<file path="config.mk">
export PLATFORM = sky130hd
export DESIGN_NAME = hdlc_tx_sequencer_flat
export DESIGN_NICKNAME = d
export VERILOG_FILES = /design/src/rtl/hdlc_pkg.sv /design/src/rtl/hdlc_reg_bus_if.sv /design/src/rtl/hdlc_bus_arbiter.sv /design/src/rtl/hdlc_tx_sequencer.sv /design/src/flat_wrapper.sv
export SDC_FILE = /design/constraint.sdc
export NUM_CORES = 1
export LEC_CHECK = 0
export BUFFER_PORTS_ARGS = -buffer_cell sky130_fd_sc_hd__buf_2
export CAP_MARGIN = 20
export CORE_MARGIN = 2
export CORE_UTILIZATION = 25
export DETAILED_ROUTE_END_ITERATION = 6
export GPL_TIMING_DRIVEN = 0
export PLACE_DENSITY_LB_ADDON = 0.15
export SYNTH_ARGS = -nofsm -noshare
export SYNTH_HDL_FRONTEND = slang
export SYNTH_SLANG_ARGS = --single-unit
</file>
<file path="constraint.sdc">
create_clock -name clk -period 4.5 [get_ports clk]
set_input_delay 0.9 -clock clk [delete_from_list [all_inputs] [get_ports clk]]
set_output_delay 0.9 -clock clk [all_outputs]
set_load 0.05 [all_outputs]
</file>
<file path="src/rtl/hdlc_pkg.sv">
// hdlc_pkg: shared definitions for the HDLC transmit sequencer.
//  - register bus addresses of the HDLC core
//  - bit positions inside the Tx_SC status/control register
//  - command bytes the sequencer writes to Tx_SC
//  - sequencer state encoding
package hdlc_pkg;

  // Register bus addresses
  localparam logic [2:0] TX_SC   = 3'h0;
  localparam logic [2:0] TX_BUFF = 3'h1;
  localparam logic [2:0] RX_SC   = 3'h2;
  localparam logic [2:0] RX_BUFF = 3'h3;
  localparam logic [2:0] RX_LEN  = 3'h4;

  // Tx_SC bit indices
  localparam int SC_DONE         = 0;
  localparam int SC_ENABLE       = 1;
  localparam int SC_ABORTFRAME   = 2;
  localparam int SC_ABORTEDTRANS = 3;
  localparam int SC_FULL         = 4;

  // One-hot Tx_SC command byte for a given bit index
  function automatic logic [7:0] sc_bit(input int idx);
    sc_bit = 8'h01 << idx;
  endfunction

  localparam logic [7:0] SC_CMD_ENABLE = sc_bit(SC_ENABLE);      // 8'h02
  localparam logic [7:0] SC_CMD_ABORT  = sc_bit(SC_ABORTFRAME);  // 8'h04

  typedef enum logic [2:0] {
    IDLE,
    CHECK,
    LOAD,
    DROP,
    START,
    POLL,
    ABORT
  } tx_seq_state_t;

endpackage

</file>
<file path="src/rtl/hdlc_reg_bus_if.sv">
// hdlc_reg_bus_if: HDLC 3-bit register bus.
//  Address/WriteEnable/ReadEnable/DataIn travel master -> slave,
//  DataOut travels slave -> master and is valid the cycle after ReadEnable.
interface hdlc_reg_bus_if;
  logic [2:0] Address;
  logic       WriteEnable;
  logic       ReadEnable;
  logic [7:0] DataIn;
  logic [7:0] DataOut;

  modport master (output Address, WriteEnable, ReadEnable, DataIn, input DataOut);
  modport slave  (input Address, WriteEnable, ReadEnable, DataIn, output DataOut);
endinterface

</file>
<file path="src/rtl/hdlc_bus_arbiter.sv">
// hdlc_bus_arbiter: shares the register bus between the sequencer FSM and a host.
//  clk, rst      clock / asynchronous active-high reset
//  idle          sequencer is in IDLE; the host may only be granted then
//  host_req      host asks for the bus
//  host_gnt      host owns the bus (registered, held while host_req stays high)
//  fsm_*         bus access requested by the sequencer FSM
//  host          host side of the bus (host is the master, we are its slave)
//  bus           register bus towards the HDLC core
module hdlc_bus_arbiter
  import hdlc_pkg::*;
(
  input  logic                 clk,
  input  logic                 rst,
  input  logic                 idle,
  input  logic                 host_req,
  output logic                 host_gnt,
  input  logic [2:0]           fsm_addr,
  input  logic                 fsm_we,
  input  logic                 fsm_re,
  input  logic [7:0]           fsm_data,
  hdlc_reg_bus_if.slave        host,
  hdlc_reg_bus_if.master       bus
);

  // Grant register: granted only from IDLE, then held until the host lets go
  always_ff @(posedge clk or posedge rst) begin
    if (rst) begin
      host_gnt <= 1'b0;
    end else begin
      host_gnt <= host_req && (host_gnt || idle);
    end
  end

  // Bus mux: host drives the bus combinationally while granted
  always_comb begin
    host.DataOut = bus.DataOut;
    if (host_gnt) begin
      bus.Address     = host.Address;
      bus.WriteEnable = host.WriteEnable;
      bus.ReadEnable  = host.ReadEnable;
      bus.DataIn      = host.DataIn;
    end else begin
      bus.Address     = fsm_addr;
      bus.WriteEnable = fsm_we;
      bus.ReadEnable  = fsm_re;
      bus.DataIn      = fsm_data;
    end
  end

endmodule

</file>
<file path="src/rtl/hdlc_tx_sequencer.sv">
// hdlc_tx_sequencer: register-bus master that pushes one frame into the HDLC
// transmitter.
//  clk, rst                  clock / asynchronous active-high reset
//  s_valid/s_ready/s_data/s_last  frame byte stream in
//  abort_req                 one-cycle pulse, aborts the frame in CHECK/LOAD/POLL
//  busy                      high outside IDLE
//  done/aborted/overflow_err one-cycle result pulses (mutually exclusive)
//  host_req/host_gnt         host bus request / grant (granted only in IDLE)
//  host                      host register bus port
//  bus                       register bus to the HDLC core
// Flow: IDLE -> CHECK (wait for Tx_Done) -> LOAD (write Tx_Buff) -> START
// (Tx_Enable) -> POLL (wait for Tx_Done / Tx_AbortedTrans) -> IDLE.
// Frames longer than MAX_BYTES go through DROP, which flushes with Tx_AbortFrame.
module hdlc_tx_sequencer
  import hdlc_pkg::*;
#(
  parameter int MAX_BYTES     = 126,
  parameter int POLL_INTERVAL = 16
)(
  input  logic           clk,
  input  logic           rst,
  input  logic           s_valid,
  output logic           s_ready,
  input  logic [7:0]     s_data,
  input  logic           s_last,
  input  logic           abort_req,
  output logic           busy,
  output logic           done,
  output logic           aborted,
  output logic           overflow_err,
  input  logic           host_req,
  output logic           host_gnt,
  hdlc_reg_bus_if.slave  host,
  hdlc_reg_bus_if.master bus
);

  localparam int             TW       = (POLL_INTERVAL > 1) ? $clog2(POLL_INTERVAL) : 1;
  localparam logic [TW-1:0]  TMR_LAST = TW'(POLL_INTERVAL - 1);
  localparam logic [7:0]     CNT_LAST = 8'(MAX_BYTES - 1);

  tx_seq_state_t state_r, state_next_s;
  logic [7:0]    cnt_r;
  logic [TW-1:0] tmr_r;
  logic          rd_pending_r;   // a Tx_SC read was issued last cycle; DataOut is valid now
  logic          flush_r;        // DROP has swallowed s_last; issue the flush write

  logic [2:0]    fsm_addr_s;
  logic          fsm_we_s;
  logic          fsm_re_s;
  logic [7:0]    fsm_data_s;
  logic          byte_acc_s;
  logic          flush_set_s;
  logic          done_set_s;
  logic          aborted_set_s;
  logic          ovf_set_s;

  assign busy = (state_r != IDLE);

  // Next-state, bus request and handshake decode
  always_comb begin
    state_next_s  = state_r;
    fsm_addr_s    = TX_SC;
    fsm_we_s      = 1'b0;
    fsm_re_s      = 1'b0;
    fsm_data_s    = 8'h00;
    s_ready       = 1'b0;
    byte_acc_s    = 1'b0;
    flush_set_s   = 1'b0;
    done_set_s    = 1'b0;
    aborted_set_s = 1'b0;
    ovf_set_s     = 1'b0;
    case (state_r)
      IDLE: begin
        // host_req blocks the start so a simultaneous request wins
        if (s_valid && !host_gnt && !host_req) begin
          state_next_s = CHECK;
        end else begin
          state_next_s = IDLE;
        end
      end
      CHECK: begin
        if (abort_req) begin
          state_next_s = ABORT;
        end else if (rd_pending_r) begin
          if (bus.DataOut[SC_DONE]) begin
            state_next_s = LOAD;
          end else begin
            state_next_s = CHECK;
          end
        end else if (tmr_r == TMR_LAST) begin
          fsm_re_s = 1'b1;
        end else begin
          state_next_s = CHECK;
        end
      end
      LOAD: begin
        // abort beats a same-cycle byte: s_ready stays low
        if (abort_req) begin
          state_next_s = ABORT;
        end else begin
          s_ready = 1'b1;
          if (s_valid) begin
            fsm_we_s   = 1'b1;
            fsm_addr_s = TX_BUFF;
            fsm_data_s = s_data;
            byte_acc_s = 1'b1;
            if (s_last) begin
              state_next_s = START;
            end else if (cnt_r == CNT_LAST) begin
              // buffer now holds MAX_BYTES and more are coming
              state_next_s = DROP;
            end else begin
              state_next_s = LOAD;
            end
          end else begin
            state_next_s = LOAD;
          end
        end
      end
      DROP: begin
        if (flush_r) begin
          fsm_we_s     = 1'b1;
          fsm_data_s   = SC_CMD_ABORT;
          ovf_set_s    = 1'b1;
          state_next_s = IDLE;
        end else begin
          s_ready = 1'b1;
          if (s_valid && s_last) begin
            flush_set_s = 1'b1;
          end else begin
            flush_set_s = 1'b0;
          end
        end
      end
      START: begin
        fsm_we_s     = 1'b1;
        fsm_data_s   = SC_CMD_ENABLE;
        state_next_s = POLL;
      end
      POLL: begin
        if (abort_req) begin
          state_next_s = ABORT;
        end else if (rd_pending_r) begin
          if (bus.DataOut[SC_ABORTEDTRANS]) begin
            aborted_set_s = 1'b1;
            state_next_s  = IDLE;
          end else if (bus.DataOut[SC_DONE]) begin
            done_set_s   = 1'b1;
            state_next_s = IDLE;
          end else begin
            state_next_s = POLL;
          end
        end else if (tmr_r == TMR_LAST) begin
          fsm_re_s = 1'b1;
        end else begin
          state_next_s = POLL;
        end
      end
      ABORT: begin
        fsm_we_s      = 1'b1;
        fsm_data_s    = SC_CMD_ABORT;
        aborted_set_s = 1'b1;
        state_next_s  = IDLE;
      end
      default: begin
        state_next_s = IDLE;
      end
    endcase
  end

  // State, counters and result pulse registers
  always_ff @(posedge clk or posedge rst) begin
    if (rst) begin
      state_r      <= IDLE;
      cnt_r        <= 8'd0;
      tmr_r        <= '0;
      rd_pending_r <= 1'b0;
      flush_r      <= 1'b0;
      done         <= 1'b0;
      aborted      <= 1'b0;
      overflow_err <= 1'b0;
    end else begin
      state_r      <= state_next_s;
      rd_pending_r <= fsm_re_s;
      flush_r      <= flush_set_s;
      done         <= done_set_s;
      aborted      <= aborted_set_s;
      overflow_err <= ovf_set_s;

      if (state_r == IDLE) begin
        cnt_r <= 8'd0;
      end else if (byte_acc_s) begin
        cnt_r <= cnt_r + 8'd1;
      end

      // Preload on entry so the first status read happens immediately;
      // afterwards reads are POLL_INTERVAL cycles apart.
      if ((state_next_s == CHECK || state_next_s == POLL) && (state_next_s != state_r)) begin
        tmr_r <= TMR_LAST;
      end else if (fsm_re_s) begin
        tmr_r <= '0;
      end else if (tmr_r != TMR_LAST) begin
        tmr_r <= tmr_r + TW'(1);
      end
    end
  end

  hdlc_bus_arbiter u_arb (
    .clk      (clk),
    .rst      (rst),
    .idle     (state_r == IDLE),
    .host_req (host_req),
    .host_gnt (host_gnt),
    .fsm_addr (fsm_addr_s),
    .fsm_we   (fsm_we_s),
    .fsm_re   (fsm_re_s),
    .fsm_data (fsm_data_s),
    .host     (host),
    .bus      (bus)
  );

endmodule
</file>
<file path="src/flat_wrapper.sv">
// flat-port wrapper written by rule: the top's interface ports become plain ports
module hdlc_tx_sequencer_flat import hdlc_pkg::*;
#(
  parameter int MAX_BYTES     = 126,
  parameter int POLL_INTERVAL = 16
)
  (clk, rst, s_valid, s_ready, s_data, s_last, abort_req, busy, done, aborted, overflow_err, host_req, host_gnt, host_Address, host_WriteEnable, host_ReadEnable, host_DataIn, host_DataOut, bus_Address, bus_WriteEnable, bus_ReadEnable, bus_DataIn, bus_DataOut);
  hdlc_reg_bus_if host_i ();
  hdlc_reg_bus_if bus_i ();
  input  logic clk;
  input  logic rst;
  input  logic s_valid;
  output logic s_ready;
  input  logic [7:0] s_data;
  input  logic s_last;
  input  logic abort_req;
  output logic busy;
  output logic done;
  output logic aborted;
  output logic overflow_err;
  input  logic host_req;
  output logic host_gnt;
  input wire logic [$bits(host_i.Address)-1:0] host_Address;
  input wire logic [$bits(host_i.WriteEnable)-1:0] host_WriteEnable;
  input wire logic [$bits(host_i.ReadEnable)-1:0] host_ReadEnable;
  input wire logic [$bits(host_i.DataIn)-1:0] host_DataIn;
  output wire logic [$bits(host_i.DataOut)-1:0] host_DataOut;
  output wire logic [$bits(bus_i.Address)-1:0] bus_Address;
  output wire logic [$bits(bus_i.WriteEnable)-1:0] bus_WriteEnable;
  output wire logic [$bits(bus_i.ReadEnable)-1:0] bus_ReadEnable;
  output wire logic [$bits(bus_i.DataIn)-1:0] bus_DataIn;
  input wire logic [$bits(bus_i.DataOut)-1:0] bus_DataOut;
  assign host_i.Address = host_Address;
  assign host_i.WriteEnable = host_WriteEnable;
  assign host_i.ReadEnable = host_ReadEnable;
  assign host_i.DataIn = host_DataIn;
  assign host_DataOut = host_i.DataOut;
  assign bus_Address = bus_i.Address;
  assign bus_WriteEnable = bus_i.WriteEnable;
  assign bus_ReadEnable = bus_i.ReadEnable;
  assign bus_DataIn = bus_i.DataIn;
  assign bus_i.DataOut = bus_DataOut;
  hdlc_tx_sequencer #(.MAX_BYTES(MAX_BYTES), .POLL_INTERVAL(POLL_INTERVAL)) u_core (.clk(clk), .rst(rst), .s_valid(s_valid), .s_ready(s_ready), .s_data(s_data), .s_last(s_last), .abort_req(abort_req), .busy(busy), .done(done), .aborted(aborted), .overflow_err(overflow_err), .host_req(host_req), .host_gnt(host_gnt), .host(host_i), .bus(bus_i));
endmodule
</file>
==> flow_metrics.py <==
metrics = {
    "synthesis": {
        "avgSynthCellArea_sq_um": 8.501,
        "ys_seq_area_frac": 0.3747,
        "ys_ff_latch": 21,
        "synth_cells": 165,
        "syn-cell-area_sq_um": 1403,
        "synth_nets": 203,
        "synth_warnings": 0,
        "synth_edf_count": 0,
        "synth_flop_cell": "dfrtp_1",
        "ys_types": 45,
        "ys_async_sr_fraction": 1.000,
    },
    "cells_and_area": {
        "final_cell_count_no_fill": 296,
        "fin_nets": 263,
        "antenna_cells": 0,
        "post-route-util": 0.3315,
        "layout-drive-gt1-share": 0.3571,
        "nFillCells": 613,
        "areaGrowthSynthToFinish_pct": 29.35,
    },
    "floorplanning": {
        "fp.dieH_um": 78.90,
        "io_pins": 62,
        "dieArea_sq_um": 6225,
        "rows": 27,
        "die_w_um": 78.90,
        "coreArea_sq_um": 5473,
        "start_util": 0.2563,
    },
    "timing": {
        "min_period_over_period": 0.7515,
        "slew_headroom": 0.4432,
        "setup_ws_ns": 1.118,
        "fmax_mhz": 295.7,
        "tightest_slew_ns": 0.8343,
        "timing.final.crit_period_ns": 3.382,
        "rsz0062_at_grt": "false",
        "final.setup.tns_ns": 0,
        "clock_skew_ns": 0.003273,
        "finalHoldViolCount": 0,
        "setup_viol": 0,
        "slew_viol_final": 0,
    },
    "routing": {
        "dr_wl_met3_um": 376,
        "drc": 0,
        "final_antenna_net_count": 0,
        "highest_layer": "met4",
        "wl_mm": 3.794,
        "vias": 1343,
        "drtIter0Drc": 83,
        "wire_per_inst_um": 12.82,
        "drt-met1-wl_mm": 1.804,
        "drt_pass1_iterations": 4,
        "wl_met2_mm": 1.575,
        "viasPerCell": 4.537,
    },
    "clock_network": {
        "cts_root_buffer": "clkbuf_8",
        "cts-resized-gates": 0,
        "clock_sinks": 21,
        "clk_latency_ns": 0.27,
        "cts_buffers": 3,
        "cts-hold-fix-buffers": 0,
        "cts.path.max_buffers": 2,
        "path_clk_slew_ns": 0.09,
        "cts.htree.levels": 1,
        "post-cts-setup-buffer-count": 0,
        "cts_tree": "built",
    },
    "place": {
        "place_ws_ns": 1.126,
        "io_buffer_count": 55,
        "dp.cells": 292,
        "gp_congestion": 0.7737,
        "dp_hpwl_mm": 2.963,
    },
    "grt": {
        "grt_pass1_vias": 1222,
        "grtUsageTotal": 0.1252,
        "grt.overflow.total": 0,
        "grt_pass1_wl_mm": 6.189,
        "antenna_found_initial": 0,
        "grt_max_degree": 22,
    },
    "power": {
        "power_density_nw_per_um2": 566.1,
        "leakagePower_nw": 0.8931,
        "ir_worst_vdd_mv": 0.2902,
        "total_power_mw": 1.027,
    },
    "setup_path": {
        "worstPathMaxFanout": 10,
        "cpPeakStageDelay_ns": 0.59,
        "crit_chain": "buf_2, or4b_4, nor2_4, buf_6, nand2_1, o21ai_0, buf_2",
        "path_class": "primary input to primary output",
        "crit_required_ns": 3.60,
        "crit_path_end_kind": "primary output",
        "rr_worst_depth": 5,
        "worstPathArrival_ns": 2.48,
        "worstSetupStartpointType": "primary input",
        "cpMostUsedCell": "buf_2",
        "cpMaxStageDelayCell": "or4b_4",
    },
    "status": {
        "outcome": "finished clean",
    },
    "worst_hold_path": {
        "hold_depth": 2,
        "min_path_type": "register to register",
    },
    "flow_run": {
        "maxCapViolations": 0,
    },
}
-- layout by cell type, fill, tap and decap left out, types with 4 or more instances in the layout --
cell type	instances
buf_4	8
nand3_1	5
buf_2	56
xnor2_1	5
o21ai_0	12
a21oi_1	5
inv_1	9
nand2_1	29
dfrtp_1	21
nor3_1	4
nand2b_1	5
nor2_1	14
-- layout make-up --
cell class	count	area, sq um	area share
multi-input cells	121	752.0	0.4145
inverters	9	33.78	0.01862
flip-flops and latches	21	525.5	0.2897
clock inverters	1	5.005	0.002759
well taps	72	90.09	0.04966
clock buffers	3	41.29	0.02276
repair buffers	55	275.3	0.1517
plain buffers	14	91.34	0.05034
-- sequential cells by signal, summed over array words and instances, names as in the netlist --
signal / cells
u_core.u_arb.host_gnt: 1
u_core.flush_r: 1
u_core.overflow_err: 1
u_core.cnt_r: 8
u_core.rd_pending_r: 1
u_core.state_r: 3
u_core.done: 1
u_core.tmr_r: 4
u_core.aborted: 1
-- through the flow --
step           area, sq um  hold WS [ns]
2_1_floorplan         1403        0.4868
3_3_place_gp          1768        0.5221
3_5_place_dp          1768        0.5273
4_1_cts               1814        0.5485
5_1_grt               1814        0.5693
6_report              1814        0.5388
-- synth_stat cells, types with 2 or more instances --
library cell,count,share of area
nor3b_1,2,0.011
o21ai_0,12,0.043
xor2_1,2,0.012
nand3_1,5,0.018
and3_1,2,0.0089
ha_1,3,0.027
mux2i_1,2,0.014
or3b_2,2,0.012
nand2b_1,5,0.022
mux2_2,2,0.016
buf_4,8,0.043
nand2_1,29,0.078
a211oi_1,3,0.016
inv_1,9,0.024
and2_1,2,0.0089
a21o_1,2,0.011
dfrtp_1,21,0.37
nor2_1,14,0.037
clkbuf_1,3,0.0080
a21oi_1,5,0.018
xnor2_1,5,0.031
nor3_1,4,0.014
-- kinds of logic (layout without fill, tap and decap cells) --
logic type | Yosys count | in the layout | share of synthesized area
compound gates | 32 | 32 | 0.1490
xor+xnor | 7 | 7 | 0.04371
fa+ha+maj | 3 | 3 | 0.02676
buf+inv | 23 | 82 | 0.08920
flops | 21 | 21 | 0.3747
mux | 4 | 4 | 0.03033
simple gates | 75 | 75 | 0.2863
-- worst max-delay path, delay by kind of cell --
family / cells / cell delay, ns
and+or+nand+nor: 3 / 0.80
buffers and inverters: 3 / 0.61
AOI/OAI and AO/OA: 1 / 0.17
-- where the power goes --
group	leakage (nW)	switching [mW]	internal, mW
registers	0.274	0.0423	0.232
logic	0.593	0.438	0.184
clock network	0.0255	0.0689	0.0619
total	0.893	0.549	0.478
-- worst paths after layout --
| check | start | to | slack, ns |
|---|---|---|---|
| worst max register to register | u_core.state_r[1]$_DFF_PP0_ | u_core.cnt_r[2]$_DFFE_PP0P_ | 2.69 |
| worst max-delay path | abort_req | bus_DataIn[0] | 1.12 |
| worst min-delay path | u_core.tmr_r[1]$_DFFE_PP0P_ | u_core.tmr_r[1]$_DFFE_PP0P_ | 0.54 |
| worst min register to register | u_core.tmr_r[1]$_DFFE_PP0P_ | u_core.tmr_r[1]$_DFFE_PP0P_ | 0.54 |
| min in group asynchronous | rst | u_core.cnt_r[2]$_DFFE_PP0P_ | 0.79 |
| max in group asynchronous | rst | u_core.cnt_r[3]$_DFFE_PP0P_ | 3.20 |
-- per-layer routing --
metal / track usage / vias up
met5: 0 / -
met1: 0.1770 / 608
met4: 0.03103 / 0
met3: 0.02955 / 5
li1: - / 671
met2: 0.1932 / 59
Power figures use the tool's default switching activity.
